===== src/rtl/fetch_decode_frontend_if.sv =====
// Handshake bundle between the fetch/decode front end, instruction memory,
// the redirect source and the execute stage.
interface fetch_decode_frontend_if #(
  parameter int PC_W    = 32,
  parameter int INSTR_W = 32,
  parameter int ADDR_W  = 15
);
  logic               imem_req;
  logic [PC_W-1:0]    imem_addr;
  logic               imem_gnt;
  logic               imem_rvalid;
  logic [INSTR_W-1:0] imem_rdata;
  logic               redirect_valid;
  logic [PC_W-1:0]    redirect_pc;
  logic               dec_valid;
  logic               dec_ready;
  logic [PC_W-1:0]    dec_pc;
  logic [5:0]         dec_opcode;
  logic [4:0]         dec_rs;
  logic [4:0]         dec_rt;
  logic [4:0]         dec_rd;
  logic [5:0]         dec_funct;
  logic [31:0]        dec_imm;
  logic [ADDR_W-1:0]  dec_address;

  modport master (
    output imem_req, imem_addr,
    input  imem_gnt, imem_rvalid, imem_rdata,
    input  redirect_valid, redirect_pc,
    output dec_valid, dec_pc, dec_opcode, dec_rs, dec_rt, dec_rd, dec_funct, dec_imm, dec_address,
    input  dec_ready
  );

  modport slave (
    input  imem_req, imem_addr,
    output imem_gnt, imem_rvalid, imem_rdata,
    output redirect_valid, redirect_pc,
    input  dec_valid, dec_pc, dec_opcode, dec_rs, dec_rt, dec_rd, dec_funct, dec_imm, dec_address,
    output dec_ready
  );
endinterface


===== src/rtl/fetch_decode_frontend.sv =====
// Instruction front end: PC generation, single-outstanding imem fetch, DEPTH-entry
// instruction FIFO and zero-latency field decode from the FIFO head, with redirect flush.
module fetch_decode_frontend #(
  parameter int              PC_W     = 32,
  parameter int              INSTR_W  = 32,
  parameter int              ADDR_W   = 15,
  parameter int              DEPTH    = 4,
  parameter logic [PC_W-1:0] RESET_PC = '0
) (
  input  logic                    clock,
  input  logic                    reset_n,
  fetch_decode_frontend_if.master fd
);
  localparam int PTR_W = $clog2(DEPTH);
  localparam int CNT_W = PTR_W + 1;

  typedef enum logic [1:0] {IDLE, WAIT, DROP} state_t;
  typedef struct packed {
    logic [PC_W-1:0]    pc;
    logic [INSTR_W-1:0] instr;
  } entry_t;

  state_t           state, state_nx;
  logic [PC_W-1:0]  pc, pc_nx, req_pc;
  entry_t           fifo_mem [DEPTH];
  entry_t           head;
  logic [PTR_W-1:0] wr_ptr, rd_ptr;
  logic [CNT_W-1:0] count;
  logic             xfer, push, pop, space, valid;

  // Only IDLE issues, so nothing is outstanding when the space check is made.
  assign space        = count < CNT_W'(DEPTH);
  assign fd.imem_req  = reset_n & (state == IDLE) & space & ~fd.redirect_valid;
  assign fd.imem_addr = pc;
  assign xfer         = fd.imem_req & fd.imem_gnt;
  assign push         = (state == WAIT) & fd.imem_rvalid & ~fd.redirect_valid;
  assign pop          = valid & fd.dec_ready & ~fd.redirect_valid;

  always_comb begin
    state_nx = state;
    pc_nx    = pc;
    if (fd.redirect_valid) begin
      pc_nx = fd.redirect_pc;
      // A response landing with the redirect closes the old request; only an unanswered one needs dropping.
      state_nx = (xfer || (state != IDLE && !fd.imem_rvalid)) ? DROP : IDLE;
    end else begin
      case (state)
        IDLE: if (xfer) begin
          state_nx = WAIT;
          pc_nx    = pc + PC_W'(4);
        end
        WAIT, DROP: if (fd.imem_rvalid) state_nx = IDLE;
        default: state_nx = IDLE;
      endcase
    end
  end

  always_ff @(posedge clock or negedge reset_n) begin
    if (!reset_n) begin
      state  <= IDLE;
      pc     <= RESET_PC;
      req_pc <= '0;
      wr_ptr <= '0;
      rd_ptr <= '0;
      count  <= '0;
    end else begin
      state <= state_nx;
      pc    <= pc_nx;
      if (xfer) req_pc <= pc;
      if (fd.redirect_valid) begin
        wr_ptr <= '0;
        rd_ptr <= '0;
        count  <= '0;
      end else begin
        if (push) wr_ptr <= wr_ptr + PTR_W'(1);
        if (pop)  rd_ptr <= rd_ptr + PTR_W'(1);
        count <= count + CNT_W'(push) - CNT_W'(pop);
      end
    end
  end

  always_ff @(posedge clock) begin
    if (push) fifo_mem[wr_ptr] <= {req_pc, fd.imem_rdata};
  end

  assign valid = (count != '0);

  always_comb begin
    head           = fifo_mem[rd_ptr];
    fd.dec_valid   = valid;
    fd.dec_pc      = '0;
    fd.dec_opcode  = '0;
    fd.dec_rs      = '0;
    fd.dec_rt      = '0;
    fd.dec_rd      = '0;
    fd.dec_funct   = '0;
    fd.dec_imm     = '0;
    fd.dec_address = '0;
    if (valid) begin
      fd.dec_pc      = head.pc;
      fd.dec_opcode  = head.instr[31:26];
      fd.dec_rs      = head.instr[25:21];
      fd.dec_rt      = head.instr[20:16];
      fd.dec_rd      = head.instr[15:11];
      fd.dec_funct   = head.instr[5:0];
      fd.dec_imm     = {{16{head.instr[15]}}, head.instr[15:0]};
      fd.dec_address = head.instr[ADDR_W-1:0];
    end
  end
endmodule

===== src/flat_wrapper.sv =====
// flat-port wrapper written by rule: the top's interface ports become plain ports
module fetch_decode_frontend_flat 
#(
  parameter int              PC_W     = 32,
  parameter int              INSTR_W  = 32,
  parameter int              ADDR_W   = 15,
  parameter int              DEPTH    = 4,
  parameter logic [PC_W-1:0] RESET_PC = '0
)
  (clock, reset_n, fd_imem_req, fd_imem_addr, fd_imem_gnt, fd_imem_rvalid, fd_imem_rdata, fd_redirect_valid, fd_redirect_pc, fd_dec_valid, fd_dec_pc, fd_dec_opcode, fd_dec_rs, fd_dec_rt, fd_dec_rd, fd_dec_funct, fd_dec_imm, fd_dec_address, fd_dec_ready);
  fetch_decode_frontend_if #(.PC_W(PC_W), .INSTR_W(INSTR_W), .ADDR_W(ADDR_W)) fd_i ();
  input  logic clock;
  input  logic reset_n;
  output wire logic [$bits(fd_i.imem_req)-1:0] fd_imem_req;
  output wire logic [$bits(fd_i.imem_addr)-1:0] fd_imem_addr;
  input wire logic [$bits(fd_i.imem_gnt)-1:0] fd_imem_gnt;
  input wire logic [$bits(fd_i.imem_rvalid)-1:0] fd_imem_rvalid;
  input wire logic [$bits(fd_i.imem_rdata)-1:0] fd_imem_rdata;
  input wire logic [$bits(fd_i.redirect_valid)-1:0] fd_redirect_valid;
  input wire logic [$bits(fd_i.redirect_pc)-1:0] fd_redirect_pc;
  output wire logic [$bits(fd_i.dec_valid)-1:0] fd_dec_valid;
  output wire logic [$bits(fd_i.dec_pc)-1:0] fd_dec_pc;
  output wire logic [$bits(fd_i.dec_opcode)-1:0] fd_dec_opcode;
  output wire logic [$bits(fd_i.dec_rs)-1:0] fd_dec_rs;
  output wire logic [$bits(fd_i.dec_rt)-1:0] fd_dec_rt;
  output wire logic [$bits(fd_i.dec_rd)-1:0] fd_dec_rd;
  output wire logic [$bits(fd_i.dec_funct)-1:0] fd_dec_funct;
  output wire logic [$bits(fd_i.dec_imm)-1:0] fd_dec_imm;
  output wire logic [$bits(fd_i.dec_address)-1:0] fd_dec_address;
  input wire logic [$bits(fd_i.dec_ready)-1:0] fd_dec_ready;
  assign fd_imem_req = fd_i.imem_req;
  assign fd_imem_addr = fd_i.imem_addr;
  assign fd_i.imem_gnt = fd_imem_gnt;
  assign fd_i.imem_rvalid = fd_imem_rvalid;
  assign fd_i.imem_rdata = fd_imem_rdata;
  assign fd_i.redirect_valid = fd_redirect_valid;
  assign fd_i.redirect_pc = fd_redirect_pc;
  assign fd_dec_valid = fd_i.dec_valid;
  assign fd_dec_pc = fd_i.dec_pc;
  assign fd_dec_opcode = fd_i.dec_opcode;
  assign fd_dec_rs = fd_i.dec_rs;
  assign fd_dec_rt = fd_i.dec_rt;
  assign fd_dec_rd = fd_i.dec_rd;
  assign fd_dec_funct = fd_i.dec_funct;
  assign fd_dec_imm = fd_i.dec_imm;
  assign fd_dec_address = fd_i.dec_address;
  assign fd_i.dec_ready = fd_dec_ready;
  fetch_decode_frontend #(.PC_W(PC_W), .INSTR_W(INSTR_W), .ADDR_W(ADDR_W), .DEPTH(DEPTH), .RESET_PC(RESET_PC)) u_core (.clock(clock), .reset_n(reset_n), .fd(fd_i));
endmodule

===== config.mk =====
export PLATFORM = sky130hd
export DESIGN_NAME = fetch_decode_frontend_flat
export DESIGN_NICKNAME = d
export VERILOG_FILES = /design/src/rtl/fetch_decode_frontend_if.sv /design/src/rtl/fetch_decode_frontend.sv /design/src/flat_wrapper.sv
export SDC_FILE = /design/constraint.sdc
export NUM_CORES = 1
export LEC_CHECK = 0
export ABC_AREA = 1
export CAP_MARGIN = 20
export CORE_MARGIN = 2
export CORE_UTILIZATION = 30
export CTS_BUF_LIST = sky130_fd_sc_hd__clkbuf_4
export DETAILED_ROUTE_END_ITERATION = 6
export GPL_TIMING_DRIVEN = 0
export MAX_ROUTING_LAYER = met4
export SKIP_LAST_GASP = 1
export SLEW_MARGIN = 25
export SYNTH_ARGS = -nofsm -noshare
export SYNTH_HDL_FRONTEND = slang
export SYNTH_SLANG_ARGS = --single-unit

===== constraint.sdc =====
create_clock -name clock -period 9 [get_ports clock]
set_input_delay 1.35 -clock clock [delete_from_list [all_inputs] [get_ports clock]]
set_output_delay 1.35 -clock clock [all_outputs]
set_load 0.02 [all_outputs]

Word-level counts from Yosys, hierarchy flattened
Memory sizes are Yosys's and may differ from the RTL's.
Index checks and enable logic that the tools add are counted.
Storage, ports and cells
  memories: 1
  output and inout port bits: 140
  register bits after elaboration: 73
  RAM bits: 256
  word-level logic and storage cells: 62
  bits of input ports: 70
Operators by class
  equality and inequality tests: 4
  add/sub/neg operators: 5
  reduce and logical (&&, ||, !) cells: 13
  muxes and demuxes: 23
  bitwise gates (word level): 9
  order comparisons: 1
Memories
  u_core.fifo_mem: words 4, width 64, rd ports 1, clocked after memory_dff 0, wr ports 1, line fetch_decode_frontend.sv:25  | entry_t fifo_mem [DEPTH];
Operator list (count)
  $mux 32: 5
  $add 32x3->32 const B: 1
  $mux 2: 8
  $mux 15: 1
  $mux 5: 3
  $mux 6: 2
  $reduce_bool 2->1: 5
  $and 1x1->1: 8
  $add 2x1->2 const B: 2
  $pmux 2 s2: 1
  $reduce_and 2->1: 2
  $add 3x1->3: 1
  $lt 3x3->1 const B: 1
  $mux 3: 1
  $ne 3x2->1 const B: 1
  $ne 3x3->1 const B: 1
  $reduce_bool 3->1: 1
  $sub 3x1->3: 1
  $eq 2x1->1 const B: 1
  $eq 2x2->1 const B: 1
  $logic_not 2->1: 1
  $mux 1: 2
  $reduce_or 2->1: 1
  $logic_and 1x1->1: 1
  3 further kinds: 3

Logic depth before layout (Yosys ltp)
Gate-level depths: netlist of run 1.
  depth in word-level cells: 8
  mapped depth: 12
  mapped depth without buffers: 12

Worst setup path before layout of run 1
OpenSTA, ideal clock, no wires.
  kind: input port to flip-flop
  start point: input port fd_redirect_valid
  end point: memory u_core.fifo_mem[0][0] in the netlist's numbering, enable pin
  path buffers: 1
  library setup time: 0.486 ns
  slack: 3.826 ns
  stages on the path: 4
  arrival: 4.687 ns
  required time: 8.514 ns
  path through: clkbuf_1 > nor3_1 > inv_1 > nor2_1
Between the ends
  longest elaborated chain between the ends: 4
RTL lines
  start: declaration: line flat_wrapper.sv:19  | input wire logic [$bits(fd_i.redirect_valid)-1:0] fd_redirect_valid;
  $not 1->1: line fetch_decode_frontend.sv:36  | assign push = (state == WAIT) & fd.imem_rvalid & ~fd.redirect_valid;
  $and 1x1->1: line fetch_decode_frontend.sv:36
  $mux 1: line fetch_decode_frontend.sv:83  | if (push) fifo_mem[wr_ptr] <= {req_pc, fd.imem_rdata};
  $mux 1 (not written as such): line fetch_decode_frontend.sv:83
  end: declaration: line fetch_decode_frontend.sv:25
Every way passes these cells.

Worst setup path in the final report of run 1
  start point: register u_core.rd_ptr[0]
  end point: output port fd_dec_imm[21]
Between the ends
  longest elaborated chain between the ends: 2
RTL lines
  start: declaration: line fetch_decode_frontend.sv:27  | logic [PTR_W-1:0] wr_ptr, rd_ptr;
  start signal: assignment: line fetch_decode_frontend.sv:76  | if (pop) rd_ptr <= rd_ptr + PTR_W'(1);
  $mem_v2 4x64
  $mux 32: line fetch_decode_frontend.sv:99  | if (valid) begin
  end: declaration: line flat_wrapper.sv:28  | output wire logic [$bits(fd_i.dec_imm)-1:0] fd_dec_imm;
Every way passes these cells.

==> results of run 1 <==
-- state kept, by name (all words and copies together), names as in the netlist --
name	flops
u_core.fd.imem_addr	32
u_core.req_pc	32
u_core.wr_ptr	2
u_core.rd_ptr	2
u_core.state	2
u_core.fifo_mem	256
u_core.count	3
-- layout make-up --
cell class,instances,area (sq um)
flip-flops and latches,329,9510
multi-input cells,837,3790
well taps,607,759
clock buffers,125,938
inverters,62,233
plain buffers,109,631
diodes,1,2.50
clock inverters,24,134
fillers,4556,28100
repair buffers,222,2400
-- worst max-delay path: cells and delay by family (launching register included) --
family | cells | cell delay, ns
flip-flops | 1 | 0.42
buffers and inverters | 5 | 1.68
AO/OA/AOI/OAI | 2 | 0.83
-- routing by layer --
layer	part of all wire [%]	wire [microns]
met1	45	17800
met2	46	18200
met3	5.7	2260
met4	2.8	1100
met5	0	0
-- per-stage QoR --
step                hold WS [ns]  area [sq um]  power [uW]  setup slack, ns
finish                     0.515         18400        5370             4.03
floorplan                  0.476         14100        3130             3.83
global route               0.500         18400        5690             3.70
CTS                        0.480         18400        5450             3.85
detailed placement         0.513         17300        4170             4.65
global placement           0.499         17000        4120            0.722
-- layout by cell type, fill, tap and decap left out, types with 5 or more instances in the layout --
| master | Yosys | routed |
|---|---|---|
| nor2_1 | 325 | 321 |
| edfxtp_1 | 256 | 256 |
| clkdlybuf4s50_1 | 0 | 208 |
| nand2_1 | 172 | 172 |
| o21ai_0 | 169 | 169 |
| clkbuf_4 | 0 | 125 |
| dfrtp_1 | 73 | 73 |
| a21oi_1 | 71 | 70 |
| inv_1 | 58 | 58 |
| buf_4 | 46 | 47 |
| nand3_1 | 42 | 42 |
| buf_2 | 26 | 26 |
| clkbuf_1 | 26 | 26 |
| clkinv_1 | 0 | 13 |
| nor2_4 | 6 | 10 |
| ha_1 | 9 | 9 |
| buf_1 | 8 | 8 |
| nor3_1 | 7 | 7 |
| buf_16 | 0 | 7 |
| inv_2 | 4 | 6 |
| nand2_2 | 6 | 6 |
| buf_12 | 0 | 6 |
| o22ai_1 | 5 | 5 |
| clkinv_2 | 0 | 5 |
-- power groups by stage --
stage	Sequential, uW	Clock, uW	Combinational, uW
after CTS	2010	1310	2130
after global routing	2030	1390	2260
after global placement	2030	0	2090
final	2010	1270	2100
after floorplan	2010	0	1130
after detailed placement	2040	0	2130
-- path summary, 6_finish.rpt --
check / slack (ns) / cells after the start / end
worst max-delay path: 4.03 / 7 / fd_dec_imm[21]
min in group asynchronous: 0.54 / 1 / u_core.fd.imem_addr[24]$_DFFE_PN0P_
max in group asynchronous: 7.84 / 2 / u_core.count[0]$_DFF_PN0_
worst min register to register: 0.51 / 0 / u_core.fifo_mem[3][45]$_DFFE_PP_
worst min-delay path: 0.51 / 0 / u_core.fifo_mem[3][45]$_DFFE_PP_
worst max register to register: 6.21 / 9 / u_core.fifo_mem[3][19]$_DFFE_PP_
-- cells by family (layout without fill, tap and decap cells) --
| group | count (synthesis) | count (layout) | share of synthesized area (%) |
|---|---|---|---|
| AND/OR/NAND/NOR | 570 | 570 | 16.3 |
| flip-flops | 329 | 329 | 67.3 |
| AO/OA/AOI/OAI | 255 | 255 | 9.27 |
| buffers and inverters | 171 | 542 | 6.11 |
| adder cells (fa/ha/maj) | 10 | 10 | 0.938 |
| XOR/XNOR | 2 | 2 | 0.124 |
| other | 0 | 1 | 0 |
==> impl_metrics.ini, run 1 <==
[logic_synthesis]
yosysTopAreaCellShare_pct = 54.4
synth_area_per_cell_sq_um = 10.6
syn_nets = 1417
synthTopCellsByCount = 325 x nor2_1, 256 x edfxtp_1, 172 x nand2_1
synth.distinct_cells = 35
synthCells = 1337
async_flop_share_pct = 22.2
yosysTopAreaCell = edfxtp_1
syn_area_sq_mm = 0.0141
ys_top_cells_by_area = edfxtp_1 54%, dfrtp_1 13%, nor2_1 8.6%
ys_seq_area_share_pct = 67.3
ys.flop_type = edfxtp_1
synth_edf_count = 256
ys_warn_count = 0
yosysMostFrequentCell = nor2_1
synth_seq_cells = 329

[clock_network]
cts_buffers = 85
clock-root-buffer = clkbuf_4
cts-resized-gates = 0
insertion_delay_ns = 0.71
hold_buffers = 0
htree_levels = 3
clk_pin_slew_ns = 0.07
clock_sinks = 329
cts_tree = done
clockBufferDepth = 3
cts_setup_buffers = 0

[global_routing]
grt_use_total_pct = 16.3
busiest_layer = met2
grt_overflow = 0
grtUsageMet3_pct = 3.23
grt_pass1_wl_microns = 60500
use_met1_pct = 21.0
grt_pass1_vias = 10900
antenna_found_initial = 1
grt_max_degree = 51
globalRouteMet2Util_pct = 25.5

[timing]
rsz0062_at_grt = false
fin_crit_sh_pct = 55.2
slew-limit-headroom_pct = 50.0
max_freq_mhz = 201
finalClockSkew_ns = 0.0414
tns_ns = 0
tightest_slew_ns = 0.750
post-route-min-period_ns = 4.97
drv_slew = 0
finalHoldViolCount = 0
setup_viol = 0

[power]
swShare_pct = 36.7
combPwrFrac_pct = 39.0
p_seq_share_pct = 37.4
ir_drop_mv = 0.231
p_leak_uw = 0.00696
clkPwrFrac_pct = 23.6
switching_power_uw = 1970
internal_power_uw = 3400
powerDensity_mw_per_mm2 = 292

[cells_and_area]
instances_no_fill = 2316
drive_above_1_share_pct = 14.7
synthToLayoutAreaGrowth_pct = 30.2
nets = 1726
postLayoutCoreUtil_pct = 39.5

[place]
dp_hpwl_microns = 26900
gp_congestion = 0.901
placed_cells = 2166
numPortBuffers = 209

[critical_path]
worstSetupStartpoint = u_core.rd_ptr[0]$_DFFE_PN0P_
worstPathMaxFanout = 18
cp.required_ns = 7.65
cp-end-kind = primary output
cp_slowest_cell = a21oi_2
crit_path_start_kind = register
arrival_ns = 3.62
crit_chain = inv_2 > buf_2 > clkbuf_1 > o21ai_0 > a21oi_2 > buf_4 > clkdlybuf4s50_1
worstSetupPathType = register to primary output
regToRegStartpoint = u_core.state[1]$_DFFE_PN0P_
max_stage_delay_ns = 0.62

[worst_hold_path]
hold_class = register to register
min-delay-start = u_core.req_pc[13]$_DFFE_PN0P_

[route]
avgRoutedWirePerCell_microns = 17.0
first_pass_iters = 5
ant_nets = 0
drc = 0
drt_first_iter_violations = 643
routed_wl_microns = 39300
via_per_inst = 4.62
num_vias = 10700

[floorplan]
die-height_microns = 221
die_area_sq_mm = 0.0489
row_count = 79
dieWidth_microns = 221
core_area_sq_mm = 0.0466
start_util_pct = 30.4
ioPinCount = 210

[status]
outcome = completed

[flow_run]
max_cap_viol_count = 0
(Power assumes the default switching activity.)
==> run 2: changes to the inputs <==
- clock period: 9 -> 4.8 ns (I/O delays scaled with it)
==> run 2 against run 1 <==
Effect of this change:
- cell count about the same
- worst hold slack worse by 0.063 ns
- sequential power grew 88%
- non-clock buffer count rose by 1
- highest routed layer unchanged
- count of clock-buffer cells in the layout unchanged
- first-iteration DRC count fell by 5.8%
- global-route usage hardly changed
- setup slack worse by 3.6 ns
- combinational power up 87%
- critical path type unchanged
- power rose by 87%
==> impl_metrics.ini, run 2 (synthesis results as in run 1) <==
[route]
num_vias = 10700
via_per_inst = 4.63
routed_wl_microns = 39300
drc = 0
avgRoutedWirePerCell_microns = 16.9
ant_nets = 0
drt_first_iter_violations = 606
first_pass_iters = 7

[timing]
drv_slew = 0
final.hold.worst_slack_ns = 0.451
setup_viol = 0
finalClockSkew_ns = 0.0360
tightest_slew_ns = 0.740
max_freq_mhz = 231
fin_crit_sh_pct = 90.1
post-route-min-period_ns = 4.32
slew-limit-headroom_pct = 50.7
finalHoldViolCount = 0
rsz0062_at_grt = false

[clock_network]
cts-resized-gates = 0
cts_tree = done
clock_sinks = 329
insertion_delay_ns = 0.70
clock-root-buffer = clkbuf_4
clockBufferDepth = 3
htree_levels = 3
clk_pin_slew_ns = 0.07
cts_buffers = 85

[place]
dp_hpwl_microns = 26900
numPortBuffers = 209
gp_congestion = 0.901

[cells_and_area]
largest_reg_flops = 256
layout_commonest_cell = nor2_1
synthToLayoutAreaGrowth_pct = 30.3
drive_above_1_share_pct = 14.7
nets = 1727
regMostFlops = u_core.fifo_mem
postLayoutCoreUtil_pct = 39.6
final_cell_mix = 321 x nor2_1, 256 x edfxtp_1, 208 x clkdlybuf4s50_1, 172 x nand2_1, 169 x o21ai_0

[critical_path]
worstSetupStartpoint = u_core.rd_ptr[0]$_DFFE_PN0P_
arrival_ns = 3.60
max_stage_delay_ns = 0.62
crit_path_start_kind = register
regToRegStartpoint = u_core.state[1]$_DFFE_PN0P_
crit_cells = 7
crit_chain = inv_2 > buf_2 > clkbuf_1 > o21ai_0 > a21oi_2 > buf_4 > clkdlybuf4s50_1
cp-end-kind = primary output
cp.required_ns = 4.08
worstSetupPathType = register to primary output
reg2regPathDepth = 9
reg2reg_slack_ns = 2.01
critPathBufInv = 5
cpLargestDelayFamily = buffers and inverters
cp_slowest_cell = a21oi_2
worstPathMaxFanout = 18

[floorplan]
die_area_sq_mm = 0.0489
ioPinCount = 210
dieWidth_microns = 221
start_util_pct = 30.4
die-height_microns = 221
row_count = 79
core_area_sq_mm = 0.0466

[status]
outcome = completed

[power]
ir_drop_mv = 0.433
powerDensity_mw_per_mm2 = 547
power.total_uw = 10100
p_leak_uw = 0.00696

[worst_hold_path]
hold_class = primary input to async pin

[global_routing]
grt_overflow = 0
grt_max_degree = 51
grt_pass1_vias = 10800
grt_use_total_pct = 16.3
antenna_found_initial = 1
grt_pass1_wl_microns = 60500

[flow_run]
max_cap_viol_count = 0
==> run 2: cell count changes in the layout (fill, tap and decap cells not counted) <==
cell | before | now
dlygate4sd3_1 | 0 | 1
==> run 2: worst paths after layout <==
kind                                                  endpoint
hold / removal             u_core.fd.imem_addr[24]$_DFFE_PN0P_
max in group asynchronous            u_core.count[0]$_DFF_PN0_
setup / recovery                                fd_dec_imm[21]
min in group clock            u_core.fifo_mem[3][45]$_DFFE_PP_
hold reg to reg               u_core.fifo_mem[3][45]$_DFFE_PP_
setup reg to reg              u_core.fifo_mem[3][19]$_DFFE_PP_
==> run 2: area by class of cell <==
cell class / count / area [sq um]
Buffer: 109 / 631
Clock buffer: 125 / 938
Antenna cell: 1 / 2.50
Multi-Input combinational cell: 837 / 3790
Timing Repair Buffer: 223 / 2410
Inverter: 62 / 233
Tap cell: 607 / 759
Fill cell: 4555 / 28100
Sequential cell: 329 / 9510
Clock inverter: 24 / 134
==> run 2: metrics by stage <==
stage                     instances  TNS (ns)  cell area [sq um]  setup WS [ns]
after global routing           2317         0              18400          0.133
after floorplan                1337         0              14100          0.256
after global placement         2153   -718.94              17000          -2.85
final                          2317         0              18400          0.477
after CTS                      2316         0              18400          0.278
after detailed placement       2166         0              17300           1.08
==> run 2: power breakdown <==
group	switching (uW)	internal, uW	leakage, uW	total [uW]
Combinational	2270	1650	0.00310	3920
Clock	1120	1250	0.000638	2370
Sequential	299	3470	0.00322	3770
==> run 2: timing repair <==
item                                    4_1_cts  5_1_grt
endpoints found under the setup margin        0        0
endpoints found under the hold margin        24        0
hold buffers                                  1        0
buffers inserted                              0        0
==> run 2: metal layers <==
metal,wire length [microns],track usage (%),vias to the layer above
met2,18200,25.5,383
li1,-,-,5177
met3,2190,3.23,72
met5,0,-,-
met1,17900,21.0,5085
met4,1010,6.24,0
==> run 3: changes to the inputs <==
- REMOVE_ABC_BUFFERS: unset -> 1
==> run 3 against run 2 <==
Effect of this change:
- clock skew up 0.022 ns
- worst hold slack better by 0.010 ns
- sequential share of layout area up 0.85 points
- first-iteration DRC count rose by 19%
- critical endpoint is now fd_dec_imm[15]
- count of clock-buffer cells in the layout up 11
==> impl_metrics.ini, run 3 (synthesis results as in run 1) <==
[timing]
post-route-min-period_ns = 4.41
tightest_slew_ns = 0.707
setup_viol = 0
slew-limit-headroom_pct = 52.8
finalHoldViolCount = 0
layout_setup_ws_ns = 0.389
max_freq_mhz = 227
fin_crit_sh_pct = 91.9
drv_slew = 0
finalClockSkew_ns = 0.0582
rsz0062_at_grt = false

[floorplan]
die_area_sq_mm = 0.0489
row_count = 79
core_area_sq_mm = 0.0466
start_util_pct = 30.4
die-height_microns = 221
ioPinCount = 210
dieWidth_microns = 221

[cells_and_area]
synthToLayoutAreaGrowth_pct = 28.3
regMostFlops = u_core.fifo_mem
instances_no_fill = 2226
largest_reg_flops = 256
nets = 1631
nFillCells = 4566
drive_above_1_share_pct = 12.3
layout_commonest_cell = nor2_1
final_cell_mix = 320 x nor2_1, 256 x edfxtp_1, 207 x clkdlybuf4s50_1, 171 x nand2_1, 169 x o21ai_0

[route]
first_pass_iters = 6
ant_nets = 0
drt_first_iter_violations = 720
drc = 0
via_per_inst = 4.56
num_vias = 10200
avgRoutedWirePerCell_microns = 16.5
routed_wl_microns = 36600

[clock_network]
clock-root-buffer = clkbuf_4
clockBufferDepth = 3
htree_levels = 3
insertion_delay_ns = 0.80
cts_buffers = 88
clock_sinks = 329
cts_tree = done
clk_pin_slew_ns = 0.07

[global_routing]
antenna_found_initial = 1
grt_use_total_pct = 15.4
busiest_layer = met2
grt_overflow = 0
grt_pass1_wl_microns = 56700
grt_pass1_vias = 10000
grt_max_degree = 67
grtUsageMet3_pct = 3.77
globalRouteMet2Util_pct = 24.3
use_met1_pct = 19.1

[place]
dp_hpwl_microns = 23900
place_ws_ns = 0.957
numPortBuffers = 209
gp_congestion = 0.825
placed_cells = 2067

[flow_run]
max_cap_viol_count = 0

[critical_path]
worstPathMaxFanout = 67
regToRegStartpoint = u_core.count[1]$_DFF_PN0_
cp-end-kind = primary output
crit_top_cell = buf_16
cp.required_ns = 4.08
crit_path_start_kind = register
worstSetupPathType = register to primary output
crit_chain = buf_16 > inv_6 > buf_16 > o21ai_0 > a21oi_4 > clkdlybuf4s50_1
worstSetupStartpoint = u_core.rd_ptr[0]$_DFFE_PN0P_
arrival_ns = 3.69
cp_slowest_cell = clkdlybuf4s50_1
max_stage_delay_ns = 0.70

[status]
outcome = completed

[power]
p_leak_uw = 0.00672
powerDensity_mw_per_mm2 = 542
power.total_uw = 9840
ir_drop_mv = 0.481

[worst_hold_path]
hold_class = primary input to async pin
-- run 3: layout make-up --
class,instances,area [sq um],area share [%]
repair buffers,233,2650,14.6
diodes,2,5.00,0.0276
multi-input cells,837,3810,21.0
flip-flops and latches,329,9520,52.5
clock inverters,20,123,0.676
clock buffers,136,1020,5.63
inverters,62,240,1.32
well taps,607,759,4.19
-- run 3: per-layer routing --
layer / share of wire [%] / vias up
met5: 0 / -
met4: 2.3 / 0
met3: 6.0 / 55
met2: 47 / 310
met1: 45 / 4802
li1: - / 4987
-- run 3: metrics by stage --
step                utilization [%]  hold WS, ns   TNS, ns  instance area (sq um)
finish                         38.9        0.462         0                  18100
global route                   38.9        0.422         0                  18100
CTS                            38.9        0.360         0                  18100
detailed placement             36.4        0.501         0                  17000
global placement               35.1        0.491  -1535.13                  16400
floorplan                         -        0.424    -77.39                  13500
-- run 3: critical path, delay by kind of cell (launching register included) --
family | cells | cell delay [ns]
AOI/OAI and AO/OA | 2 | 0.63
buffers and inverters | 4 | 1.61
DFF | 1 | 0.59
-- run 3: repair_timing --
item	4_1_cts	5_1_grt
setup buffers	0	0
hold endpoints to repair	39	0
hold buffers	1	0
setup endpoints to repair	0	18
resized for setup	0	1
-- run 3: worst paths after layout --
kind,slack [ns],depth (start not counted),to
setup / recovery,0.39,6,fd_dec_imm[15]
max in group asynchronous,3.69,3,u_core.rd_ptr[0]$_DFFE_PN0P_
min in group clock,0.50,0,u_core.fifo_mem[0][45]$_DFFE_PP_
setup reg to reg,1.94,12,u_core.count[2]$_DFF_PN0_
hold / removal,0.46,2,u_core.req_pc[15]$_DFFE_PN0P_
hold reg to reg,0.50,0,u_core.fifo_mem[0][45]$_DFFE_PP_
-- run 3: where the power goes --
| group | internal [uW] | switching, uW | total (uW) |
|---|---|---|---|
| sequential | 3480 | 289 | 3770 |
| clock | 1340 | 1130 | 2470 |
| combinational | 1480 | 2120 | 3600 |
| total | 6300 | 3540 | 9840 |
